### src/rtl/flit_eject_unit_if.sv
// Handshake bundle between the router ejection port, the ejection unit and
// the local host. The slave modport is the ejection unit itself; the master
// modport is the environment (router + host) that drives flits and ready.
interface flit_eject_unit_if #(
  parameter int unsigned FlitWidth = 82
);
  logic [FlitWidth-1:0] in_flit;
  logic [1:0]           credit_out;
  logic [FlitWidth-1:0] host_flit;
  logic                 host_valid;
  logic                 host_ready;

  modport master (
    output in_flit,
    output host_ready,
    input  credit_out,
    input  host_flit,
    input  host_valid
  );

  modport slave (
    input  in_flit,
    input  host_ready,
    output credit_out,
    output host_flit,
    output host_valid
  );
endinterface

### src/rtl/flit_eject_unit.sv
// Ejection endpoint: checks destination of incoming flits, buffers matching
// flits in a first-word-fall-through FIFO for the host, returns credits to
// the router for every consumed or discarded slot.
// Optional macro EJECT_STATS_EN enables the saturating misroute/drop counters;
// without it both counter outputs are tied to 0 and stat_clr is ignored.
module flit_eject_unit #(
  parameter int unsigned cur_x        = 0,
  parameter int unsigned cur_y        = 0,
  parameter int unsigned cur_z        = 0,
  parameter int unsigned PayloadWidth = 32,
  parameter int unsigned FIFO_DEPTH   = 8,
  parameter int unsigned CNT_WIDTH    = 8
) (
  input  logic                          clk,
  input  logic                          rst,
  flit_eject_unit_if.slave              ej,
  output logic [$clog2(FIFO_DEPTH):0]   fifo_count,
  output logic [CNT_WIDTH-1:0]          misroute_cnt,
  output logic [CNT_WIDTH-1:0]          drop_cnt,
  input  logic                          stat_clr
);

  localparam int unsigned FlitWidth   = PayloadWidth + 50;
  localparam int unsigned ValidBitPos = FlitWidth - 1;
  localparam int unsigned DstXPos     = FlitWidth - 10;
  localparam int unsigned DstYPos     = FlitWidth - 7;
  localparam int unsigned DstZPos     = FlitWidth - 4;
  localparam int unsigned AW          = $clog2(FIFO_DEPTH);
  localparam int unsigned CW          = AW + 1;

  localparam logic [2:0]    CurX  = 3'(cur_x);
  localparam logic [2:0]    CurY  = 3'(cur_y);
  localparam logic [2:0]    CurZ  = 3'(cur_z);
  localparam logic [CW-1:0] Depth = CW'(FIFO_DEPTH);

  logic [FlitWidth-1:0] mem_q [FIFO_DEPTH];
  logic [AW-1:0]        wr_ptr_q, wr_ptr_d;
  logic [AW-1:0]        rd_ptr_q, rd_ptr_d;
  logic [CW-1:0]        count_q, count_d;
  logic [1:0]           credit_q, credit_d;

  logic flit_valid, dst_match, full, pop, push, misroute, drop;

  // Classify the arriving flit and decide push/pop/discard for this edge
  always_comb begin
    flit_valid = ej.in_flit[ValidBitPos];
    dst_match  = (ej.in_flit[DstXPos +: 3] == CurX) &&
                 (ej.in_flit[DstYPos +: 3] == CurY) &&
                 (ej.in_flit[DstZPos +: 3] == CurZ);
    full       = (count_q == Depth);
    pop        = (count_q != '0) && ej.host_ready;
    // A pop frees a slot in the same edge, so a full FIFO still accepts
    push       = flit_valid && dst_match && (!full || pop);
    misroute   = flit_valid && !dst_match;
    drop       = flit_valid && dst_match && full && !pop;
    // Discarded flits never consumed a slot, so their credit goes straight back
    credit_d   = 2'(pop) + 2'(misroute || drop);
    wr_ptr_d   = push ? wr_ptr_q + AW'(1) : wr_ptr_q;
    rd_ptr_d   = pop  ? rd_ptr_q + AW'(1) : rd_ptr_q;
    count_d    = count_q;
    if (push && !pop)      count_d = count_q + CW'(1);
    else if (pop && !push) count_d = count_q - CW'(1);
  end

  // FIFO control state and credit return, cleared asynchronously
  always_ff @(posedge clk or negedge rst) begin
    if (!rst) begin
      wr_ptr_q <= '0;
      rd_ptr_q <= '0;
      count_q  <= '0;
      credit_q <= '0;
    end else begin
      wr_ptr_q <= wr_ptr_d;
      rd_ptr_q <= rd_ptr_d;
      count_q  <= count_d;
      credit_q <= credit_d;
    end
  end

  // Flit storage; contents need no reset since occupancy gates visibility
  always_ff @(posedge clk) begin
    if (push) mem_q[wr_ptr_q] <= ej.in_flit;
  end

  assign ej.host_valid = (count_q != '0);
  assign ej.host_flit  = ej.host_valid ? mem_q[rd_ptr_q] : '0;
  assign ej.credit_out = credit_q;
  assign fifo_count    = count_q;

`ifdef EJECT_STATS_EN
  logic [CNT_WIDTH-1:0] misroute_q, drop_q;

  // Saturating statistics; clear wins over a same-cycle increment
  always_ff @(posedge clk or negedge rst) begin
    if (!rst) begin
      misroute_q <= '0;
      drop_q     <= '0;
    end else if (stat_clr) begin
      misroute_q <= '0;
      drop_q     <= '0;
    end else begin
      if (misroute && (misroute_q != '1)) misroute_q <= misroute_q + CNT_WIDTH'(1);
      if (drop && (drop_q != '1))         drop_q     <= drop_q + CNT_WIDTH'(1);
    end
  end

  assign misroute_cnt = misroute_q;
  assign drop_cnt     = drop_q;
`else
  logic unused_stat_clr;
  assign unused_stat_clr = stat_clr;
  assign misroute_cnt    = '0;
  assign drop_cnt        = '0;
`endif

endmodule

### src/flat_wrapper.sv
// flat-port wrapper written by rule: the top's interface ports become plain ports
module flit_eject_unit_flat 
#(
  parameter int unsigned cur_x        = 0,
  parameter int unsigned cur_y        = 0,
  parameter int unsigned cur_z        = 0,
  parameter int unsigned PayloadWidth = 32,
  parameter int unsigned FIFO_DEPTH   = 8,
  parameter int unsigned CNT_WIDTH    = 8
)
  (clk, rst, fifo_count, misroute_cnt, drop_cnt, stat_clr, ej_in_flit, ej_host_ready, ej_credit_out, ej_host_flit, ej_host_valid);
  flit_eject_unit_if #(.FlitWidth(82)) ej_i ();
  input  logic clk;
  input  logic rst;
  output logic [$clog2(FIFO_DEPTH):0] fifo_count;
  output logic [CNT_WIDTH-1:0] misroute_cnt;
  output logic [CNT_WIDTH-1:0] drop_cnt;
  input  logic stat_clr;
  input wire logic [$bits(ej_i.in_flit)-1:0] ej_in_flit;
  input wire logic [$bits(ej_i.host_ready)-1:0] ej_host_ready;
  output wire logic [$bits(ej_i.credit_out)-1:0] ej_credit_out;
  output wire logic [$bits(ej_i.host_flit)-1:0] ej_host_flit;
  output wire logic [$bits(ej_i.host_valid)-1:0] ej_host_valid;
  assign ej_i.in_flit = ej_in_flit;
  assign ej_i.host_ready = ej_host_ready;
  assign ej_credit_out = ej_i.credit_out;
  assign ej_host_flit = ej_i.host_flit;
  assign ej_host_valid = ej_i.host_valid;
  flit_eject_unit #(.cur_x(cur_x), .cur_y(cur_y), .cur_z(cur_z), .PayloadWidth(PayloadWidth), .FIFO_DEPTH(FIFO_DEPTH), .CNT_WIDTH(CNT_WIDTH)) u_core (.clk(clk), .rst(rst), .ej(ej_i), .fifo_count(fifo_count), .misroute_cnt(misroute_cnt), .drop_cnt(drop_cnt), .stat_clr(stat_clr));
endmodule
### config.mk
export PLATFORM = sky130hd
export DESIGN_NAME = flit_eject_unit_flat
export DESIGN_NICKNAME = d
export VERILOG_FILES = /design/src/rtl/flit_eject_unit_if.sv /design/src/rtl/flit_eject_unit.sv /design/src/flat_wrapper.sv
export SDC_FILE = /design/constraint.sdc
export NUM_CORES = 1
export LEC_CHECK = 0
export CORE_MARGIN = 2
export CORE_UTILIZATION = 40
export CTS_BUF_LIST = sky130_fd_sc_hd__clkbuf_8 sky130_fd_sc_hd__clkbuf_16
export DETAILED_ROUTE_END_ITERATION = 16
export SYNTH_ARGS = -nofsm -noshare
export SYNTH_HDL_FRONTEND = slang
export SYNTH_SLANG_ARGS = --single-unit
export TNS_END_PERCENT = 5
### constraint.sdc
create_clock -name clk -period 9.12 [get_ports clk]
set_clock_uncertainty 0.1 [all_clocks]
set_input_delay 1.368 -clock clk [delete_from_list [all_inputs] [get_ports clk]]
set_output_delay 1.368 -clock clk [all_outputs]
set_load 0.005 [all_outputs]
==> key figures, run 1 <==
Outcome
  • Status: complete, no violations

Worst setup path
  • Reg2reg path depth: 11
  • Crit path DAT: 4090 ps
  • Critical setup path kind: flop to output pin
  • Crit. End Element: output pin
  • R2r setup slk: 5130 ps
  • Startpoint Class: flop
  • CP Max Fanout: 49
  • Critical Path RT: 7650 ps

Cells and area
  • Finished Cell Area: 30700 µm²
  • Nets: 1438
  • N_diodes: 0
  • Layout area overhead: 19.7%
  • Share of layout cells above drive strength 1: 21.9%

Global routing
  • Largest net degree at the start of global routing: 75
  • First-pass GRT wire length: slightly above 80 mm
  • Vias in the first global route: about 13000
  • Total global-route track usage: roughly 16%
  • Gr ovfl total: 0
  • Initial antenna violation count: 5

Timing
  • Period minus WS final: 5560 ps
  • Rel. slew slack: 27.5%
  • Setup Viol. Count Final: 0
  • Period utilisation layout: 61.0%
  • Fmax: around 0.18 GHz
  • Final Slew Violations: 0
  • Hold WS: around 420 ps
  • Worst-Margin Slew: 1080 ps
  • Final hold vios: 0
  • RSZ-0062 raised after global routing: false

Clock tree
  • Root Buffer: clkbuf_16
  • Setup Fix Bufs, Post-CTS: 0
  • Cts hold-fix bufs: 0
  • Max clock buf depth: 3
  • Post-CTS sizing: 0
  • Worst skew pair latency: 610 ps
  • Clk slew on worst S/H paths: 60 ps
  • Clock sink total: roughly 670
  • TritonCTS clock tree: built
  • Max H-tree Level: 3
  • TritonCTS Buffers: between 70 and 80

Yosys
  • Synth top area cells: edfxtp_1 (77%), mux4_2 (14%), mux2i_1 (3.2%)
  • Top cell type's share of synthesized area: 76.8%
  • Asr flop ratio synth: ~1.8%
  • Synth Cell Area: 25600 µm²
  • Post-Synthesis Cells: about 1100
  • Most common cell in the netlist: edfxtp_1
  • Ys flop type: edfxtp_1
  • Unique cell type count in the Yosys netlist: 34
  • EDFF count, synth: ~660
  • Ranking of synthesized cells by instance count: edfxtp_1 (656), mux4_2 (164), nor2_1 (87)
  • Top cell type by total area after synthesis: edfxtp_1
  • Syn Area/Cell: about 23 µm²
  • Yosys reg bits: 668
  • Register area share after synthesis: 78.0%
  • Yosys warnings: 0

Floorplanning
  • Starting Density: 40.6%
  • Core footprint: approximately 63000 µm²
  • Die area: 66200 µm²
  • Row cnt: 92
  • Ports: 191
  • Die X: approximately 260 µm
  • DIE HEIGHT: roughly 260 µm

Placement
  • Placed Area: 28400 µm²
  • Number of port buffers: 173
  • Post-DP HPWL: 27.7 mm
  • Gp weighted congestion: 0.695

Detailed routing
  • DRT antenna net count: 0
  • Drc violations: 0
  • 1st-iter DRT viols: 861
  • TritonRoute pass-1 iters: 5
  • Routed len/inst: approximately 24 µm
  • Detailed Route WL: 53.6 mm
  • Vias/cell: between 5 and 6
  • Via count of the routed design: 11700

Pwr
  • Pleak: 9.95 nW
  • VDD IR max: ~0.00019 V
  • PwrDens: approximately 290 nW/µm²

Worst hold path
  • Worst hold path class: flop to flop
  • WHS Path Cells: 1

Run
  • Max-Cap Viols: 0
## layer usage
metal,GRT usage [%],share of wire (%)
met1,22.5,44
met2,26.7,49
met3,3.41,5.0
met4,4.68,1.6
met5,0,0.11
## critical path, cell delays in order, from the launching register on
cell and delay [ps]:
dfrtp_4 1070, buf_4 880, mux4_2 610, mux2i_1 270, nor2_1 110, clkdlybuf4s50_1 470
## cell type report
| cell class | instances | area [µm²] |
|---|---|---|
| well taps | 846 | 1060 |
| clock buffers | 77 | 1930 |
| multi-input cells | 401 | 5380 |
| repair buffers | 198 | 1940 |
| inverters | 3 | 11.3 |
| flip-flops and latches | 668 | 20000 |
| clock inverters | 56 | 360 |
| fillers | 5132 | 32500 |
## registers in the layout (all words and copies together), names as in the netlist
signal / count
u_core.mem_q: 656
u_core.fifo_count: 4
u_core.rd_ptr_q: 3
u_core.wr_ptr_q: 3
u_core.ej.credit_out: 2
## layout by cell type (no fill, tap or decap), types with 3 or more instances in the layout
cell type,Yosys,layout
dfrtp_1,12,9
bufinv_16,0,4
conb_1,1,16
buf_4,25,23
ha_1,6,6
mux2i_1,83,83
clkinv_2,0,13
nor2_4,0,4
nand2_1,7,7
nor2_1,87,83
clkdlybuf4s50_1,0,173
xnor2_1,5,5
clkinv_1,0,13
clkbuf_16,0,77
mux4_2,164,164
edfxtp_1,656,656
inv_1,3,22
dfrtp_4,0,3
nor3_1,7,5
nand3_1,3,3
clkinvlp_4,0,5
## kinds of logic after synthesis
group | Yosys count | share of synthesized area [%]
xor gates and xnor gates | 6 | 0.205
muxes | 250 | 17.8
buffers and inverters | 75 | 1.53
other | 1 | 0.0146
AOI/OAI and AO/OA | 9 | 0.293
DFF | 668 | 78.0
and+or+nand+nor | 113 | 1.83
adders and majority gates | 7 | 0.371
## through the flow
step	total power [mW]	TNS [ps]	setup slack, ps	std cells	utilization (%)
after floorplan	5.05	-144230	-1760	1144	-
after global placement	6.18	0	3960	2116	44.9
after detailed placement	6.19	0	3860	2116	44.9
after CTS	9.00	0	3340	2249	48.6
after global routing	9.25	0	3160	2249	48.6
final	8.84	0	3560	2249	48.6
## power breakdown
group          internal (mW)  switching [mW]  leakage, nW
registers               3.39           0.189         6.04
clock network           1.64            1.15         1.19
logic                   1.44            1.04         2.72
total                   6.47            2.37         9.95
## final timing paths
kind / startpoint / to
setup / recovery: u_core.rd_ptr_q[0]$_DFFE_PN0N_ / ej_host_flit[79]
hold / removal: u_core.wr_ptr_q[0]$_DFFE_PN0P_ / u_core.wr_ptr_q[0]$_DFFE_PN0P_
setup reg to reg: u_core.fifo_count[2]$_DFFE_PN0P_ / u_core.fifo_count[3]$_DFFE_PN0P_
hold reg to reg: u_core.wr_ptr_q[0]$_DFFE_PN0P_ / u_core.wr_ptr_q[0]$_DFFE_PN0P_
max in group asynchronous: rst / u_core.rd_ptr_q[1]$_DFFE_PN0N_
min in group asynchronous: rst / u_core.ej.credit_out[0]$_DFF_PN0_
Power figures use the tool's default switching activity.
==> run 2, diff against run 1 <==
==> constraint.sdc (replaced) <==
create_clock -name clk -period 5 [get_ports clk]
set_clock_uncertainty 0.1 [all_clocks]
set_input_delay 0.75 -clock clk [delete_from_list [all_inputs] [get_ports clk]]
set_output_delay 0.75 -clock clk [all_outputs]
set_load 0.005 [all_outputs]
==> run 2 against run 1 <==
Critical path depth is the same. Clock-buffer cell count shrank 2. Cell count is essentially flat. Worst hold slack gained 1.1 ps. Sequential share of layout area shrank 0.46 points. Utilization grew 0.34 points. Clock power grew 81%. Combinational power grew 90%. Wire length grew 0.63%. Register-to-register slack lost 3100 ps. Non-clock buffer count grew 6. Critical path type unchanged. Critical endpoint is now ej_host_flit[24].
==> key figures, run 2 (synthesis results as in run 1) <==
Outcome
  • Status: complete, no violations

Timing
  • Fmax: ~0.24 GHz
  • Worst-Margin Slew: 898 ps
  • Period minus WS final: slightly above 4000 ps
  • Setup Viol. Count Final: 0
  • Setup slack after layout: 850 ps
  • Period utilisation layout: roughly 83%
  • Final hold vios: 0
  • Hold WS: 420 ps
  • RSZ-0062 raised after global routing: false
  • Final Slew Violations: 0
  • Rel. slew slack: 40.2%

Clock tree
  • Worst skew pair latency: ~600 ps
  • Post-CTS sizing: 0
  • Cts hold-fix bufs: 0
  • Clock sink total: 668
  • TritonCTS Buffers: 71
  • Root Buffer: clkbuf_16
  • Setup Fix Bufs, Post-CTS: 0
  • Max H-tree Level: 3
  • Clk slew on worst S/H paths: 60 ps
  • TritonCTS clock tree: built
  • Max clock buf depth: 3

Cells and area
  • Share of layout cells above drive strength 1: 21.9%
  • N_diodes: 0
  • Commonest non-fill, non-tap cells in the layout: edfxtp_1 (656), clkdlybuf4s50_1 (173), mux4_2 (164), mux2i_1 (83), nor2_1 (83)
  • Nets: 1442
  • Largest register by flop count: u_core.mem_q
  • Layout area overhead: 20.5%
  • Max reg flops: 656
  • Commonest non-fill, non-tap cell in the layout: edfxtp_1

Global routing
  • Vias in the first global route: 12600
  • Total global-route track usage: 16.4%
  • Initial antenna violation count: 6
  • Largest net degree at the start of global routing: 83
  • Gr ovfl total: 0
  • First-pass GRT wire length: 80.2 mm

Placement
  • Dpl ws: 889 ps
  • Number of port buffers: roughly 170
  • Post-DP HPWL: roughly 29 mm
  • Gp weighted congestion: 0.710

Worst setup path
  • CP Max Fanout: 37
  • Startpoint Class: flop
  • Critical setup path kind: flop to output pin
  • Critical R2R Launch: u_core.fifo_count[0]$_DFFE_PN0P_
  • Crit. End Element: output pin
  • R2r setup slk: 2040 ps
  • Reg2reg path depth: 9
  • Crit path DAT: between 3000 and 4000 ps
  • Worst R2R End: u_core.fifo_count[3]$_DFFE_PN0P_
  • Critical Path RT: 4150 ps

Floorplanning
  • Die X: ~260 µm
  • DIE HEIGHT: 257 µm
  • Starting Density: 40.6%
  • Die area: around 66000 µm²
  • Row cnt: 92
  • Ports: 191
  • Core footprint: 63200 µm²

Pwr
  • Pleak: 10.0 nW
  • PwrDens: between 500 and 600 nW/µm²
  • VDD IR max: 0.000366 V

Detailed routing
  • Routed len/inst: 24.0 µm
  • 1st-iter DRT viols: 929
  • Via count of the routed design: 11700
  • Drc violations: 0
  • DRT antenna net count: 0
  • Vias/cell: 5.20
  • TritonRoute pass-1 iters: 5
  • Detailed Route WL: 53.9 mm

Worst hold path
  • Worst hold path class: primary input to asynchronous set/reset pin

Run
  • Max-Cap Viols: 0
[run 2: routing by layer]
metal | part of all wire [%] | global-route usage, % | up-vias
met3 | 5.3 | 3.78 | 71
met1 | 44 | 22.8 | 6226
met5 | 0.13 | 0 | -
met2 | 49 | 26.2 | 276
li1 | - | - | 5107
met4 | 1.6 | 4.55 | 12
[run 2: worst max-delay path by stage]
stage,startpoint,end,depth (start not counted)
2_1_floorplan,ej_in_flit[76],u_core.mem_q[1][0]$_DFFE_PP_,4
3_3_place_gp,ej_in_flit[76],u_core.fifo_count[3]$_DFFE_PN0P_,10
3_5_place_dp,ej_in_flit[76],u_core.fifo_count[3]$_DFFE_PN0P_,10
4_1_cts,u_core.rd_ptr_q[0]$_DFFE_PN0N_,ej_host_flit[24],5
5_1_grt,u_core.rd_ptr_q[0]$_DFFE_PN0N_,ej_host_flit[24],5
6_report,u_core.rd_ptr_q[0]$_DFFE_PN0N_,ej_host_flit[24],5
[run 2: stage by stage]
| step | std cells | instance area, µm² | total power [mW] | setup TNS, ps | util (%) |
|---|---|---|---|---|---|
| after global routing | 2250 | 30900 | 17.0 | 0 | 48.9 |
| after detailed placement | 2122 | 28700 | 11.5 | 0 | 45.3 |
| after global placement | 2122 | 28700 | 11.4 | 0 | 45.3 |
| after floorplan | 1144 | 25700 | 9.21 | -490420 | - |
| final | 2250 | 30900 | 16.2 | 0 | 48.9 |
| after CTS | 2250 | 30900 | 16.5 | 0 | 48.9 |
[run 2: worst max-delay path: stages, from the launching register on]
cell and delay (ps):
dfrtp_4 1020, buf_12 330, mux4_2 540, mux2i_1 210, nor2_1 80, clkdlybuf4s50_1 480
[run 2: power breakdown]
| part | total [mW] | switching, mW | internal, mW |
|---|---|---|---|
| combinational | 4.71 | 1.96 | 2.75 |
| sequential | 6.50 | 0.318 | 6.18 |
| clock | 5.03 | 2.07 | 2.96 |
[run 2: final cells by class]
type / count / area, µm²
Timing Repair Buffer: 204 / 2180
Inverter: 3 / 11.3
Clock buffer: 75 / 1880
Sequential cell: 668 / 20000
Tap cell: 846 / 1060
Clock inverter: 53 / 373
Multi-Input combinational cell: 401 / 5400
Fill cell: 5066 / 32300
==> run 3, diff against run 2 <==
==> constraint.sdc (replaced) <==
create_clock -name clk -period 3.9 [get_ports clk]
set_clock_uncertainty 0.1 [all_clocks]
set_input_delay 0.585 -clock clk [delete_from_list [all_inputs] [get_ports clk]]
set_output_delay 0.585 -clock clk [all_outputs]
set_load 0.005 [all_outputs]
==> run 3 against run 2 <==
Die area stayed put. Register-to-register slack lost 1000 ps. Combinational power is 34% higher. Cell count is 0.80% higher. Via count is 1.4% higher. Worst hold slack got worse by 160 ps. Critical path depth unchanged. Sequential power grew 26%. First-iteration DRC count is 12% lower. Final area up 0.94%.
==> key figures, run 3 (synthesis results as in run 1) <==
Outcome
  • Status: complete, no violations

Worst setup path
  • Cells along the critical path: buf_12, mux4_2, mux2i_1, nor2_1, clkdlybuf4s50_1
  • Crit path DAT: 3000 ps
  • CP startpoint: u_core.rd_ptr_q[0]$_DFFE_PN0N_
  • CP peak stage delay: 580 ps
  • CP Max Fanout: 42
  • Critical R2R Launch: u_core.fifo_count[3]$_DFFE_PN0P_
  • Slowest cell on crit path: dfrtp_4
  • Critical setup path kind: flop to output pin
  • Startpoint Class: flop
  • Crit. End Element: output pin
  • Critical Path RT: roughly 3200 ps
  • R2r setup slk: 1000 ps

Clock tree
  • Cts hold-fix bufs: 0
  • TritonCTS clock tree: built
  • Clock sink total: 668
  • Root Buffer: clkbuf_16
  • Worst skew pair latency: ~600 ps
  • Post-CTS sizing: 0
  • Max clock buf depth: 3
  • Clk slew on worst S/H paths: roughly 60 ps
  • TritonCTS Buffers: 70
  • Setup Fix Bufs, Post-CTS: 0
  • Max H-tree Level: 3

Detailed routing
  • DRT antenna net count: 0
  • Drc violations: 0
  • Routed len/inst: 23.5 µm
  • Via count of the routed design: ~12000
  • Detailed Route WL: 53.2 mm
  • TritonRoute pass-1 iters: 5
  • 1st-iter DRT viols: slightly above 800
  • Vias/cell: approximately 5.2

Timing
  • Setup Viol. Count Final: 0
  • RSZ-0062 raised after global routing: false
  • Fmax: 0.271 GHz
  • Setup slack after layout: 213 ps
  • Final hold vios: 0
  • Rel. slew slack: a little under three fifths
  • Final Slew Violations: 0
  • Period utilisation layout: 94.5%
  • TNS Setup: 0 ps
  • Period minus WS final: between 3000 and 4000 ps
  • Worst-Margin Slew: 673 ps

Cells and area
  • Commonest non-fill, non-tap cells in the layout: edfxtp_1 (656), clkdlybuf4s50_1 (173), mux4_2 (164), mux2i_1 (83), nor2_1 (83)
  • Largest register by flop count: u_core.mem_q
  • Nets: 1458
  • Commonest non-fill, non-tap cell in the layout: edfxtp_1
  • Layout area overhead: 21.6%
  • Max reg flops: 656
  • Share of layout cells above drive strength 1: 22.9%

Pwr
  • VDD IR max: 0.000709 V
  • Psw: 5.58 mW
  • Sequential power share: roughly 39%
  • Combinational share of power: 30.0%
  • PwrDens: 671 nW/µm²
  • Sw frac: 26.6%
  • Internal power: between 15 and 20 mW
  • Pleak: 10.1 nW
  • Clock network power share: between 30 and 40%

Global routing
  • Gr ovfl total: 0
  • Largest net degree at the start of global routing: 83
  • Vias in the first global route: 12800
  • First-pass GRT wire length: 79.9 mm
  • Initial antenna violation count: 7
  • Total global-route track usage: 16.3%

Floorplanning
  • DIE HEIGHT: about 260 µm
  • Starting Density: slightly above 40%
  • Die X: 257 µm
  • Die area: approximately 66000 µm²
  • Core footprint: 63200 µm²
  • Row cnt: 92
  • Ports: 191

Placement
  • Post-DP HPWL: 28.8 mm
  • Gp weighted congestion: ~0.69
  • Number of port buffers: 173
  • Dpl ws: 227 ps

Worst hold path
  • Worst hold path class: primary input to asynchronous set/reset pin

Run
  • Max-Cap Viols: 0
run 3: cell types whose count changed in the layout (fill, tap and decap cells not counted), sizes merged:
cell | before | now
clkinv | 25 | 30
diode | 0 | 1
bufinv | 5 | 6
buf | 31 | 48
clkbuf | 75 | 74
inv | 24 | 18
clkinvlp | 2 | 3
run 3: path summary, 6_finish.rpt:
kind | end | cells past startpoint
setup / recovery | ej_host_flit[31] | 5
hold / removal | u_core.ej.credit_out[1]$_DFF_PN0_ | 1
setup reg to reg | u_core.fifo_count[3]$_DFFE_PN0P_ | 9
hold reg to reg | u_core.wr_ptr_q[0]$_DFFE_PN0P_ | 1
max in group asynchronous | u_core.rd_ptr_q[2]$_DFFE_PN0N_ | 1
min in group clk | u_core.wr_ptr_q[0]$_DFFE_PN0P_ | 1
run 3: cell type report:
cell class                 instances  area, µm²
fill                            5096      32000
inverter                           3       11.3
clock inverter                    54        407
timing repair buffer             221       2450
clock buffer                      74       1850
antenna                            1       2.50
sequential                       668      20000
multi-input combinational        401       5400
tap                              846       1060
run 3: per-layer routing:
layer | vias up | track usage [%] | routed length [µm]
met3 | 74 | 3.39 | 2880
met2 | 289 | 26.8 | 26500
met1 | 6333 | 22.0 | 22800
li1 | 5154 | - | -
met5 | - | 0 | 72
met4 | 10 | 4.93 | 945
run 3: worst max-delay path: cells and delay by family, from the launching register on:
family / cells / cell delay, ps
buffers and inverters: 2 / 800
and+or+nand+nor: 1 / 70
muxes: 2 / 900
DFF: 1 / 580
run 3: per-stage QoR:
step	util (%)	cells	total power, mW	instance area, µm²	hold slack [ps]
finish	49.4	2268	20.9	31200	258
floorplan	-	1144	11.8	25800	189
global placement	45.8	2139	14.8	28900	417
CTS	49.4	2267	21.3	31200	237
detailed placement	45.8	2139	14.8	28900	426
global route	49.4	2268	21.9	31200	291
run 3: power by group through the flow:
stage	registers [mW]	logic, mW	clock network [mW]
floorplan	8.12	3.69	0
global placement	8.36	6.43	0
detailed placement	8.36	6.44	0
CTS	8.21	6.48	6.63
global route	8.21	6.77	6.90
finish	8.20	6.29	6.45
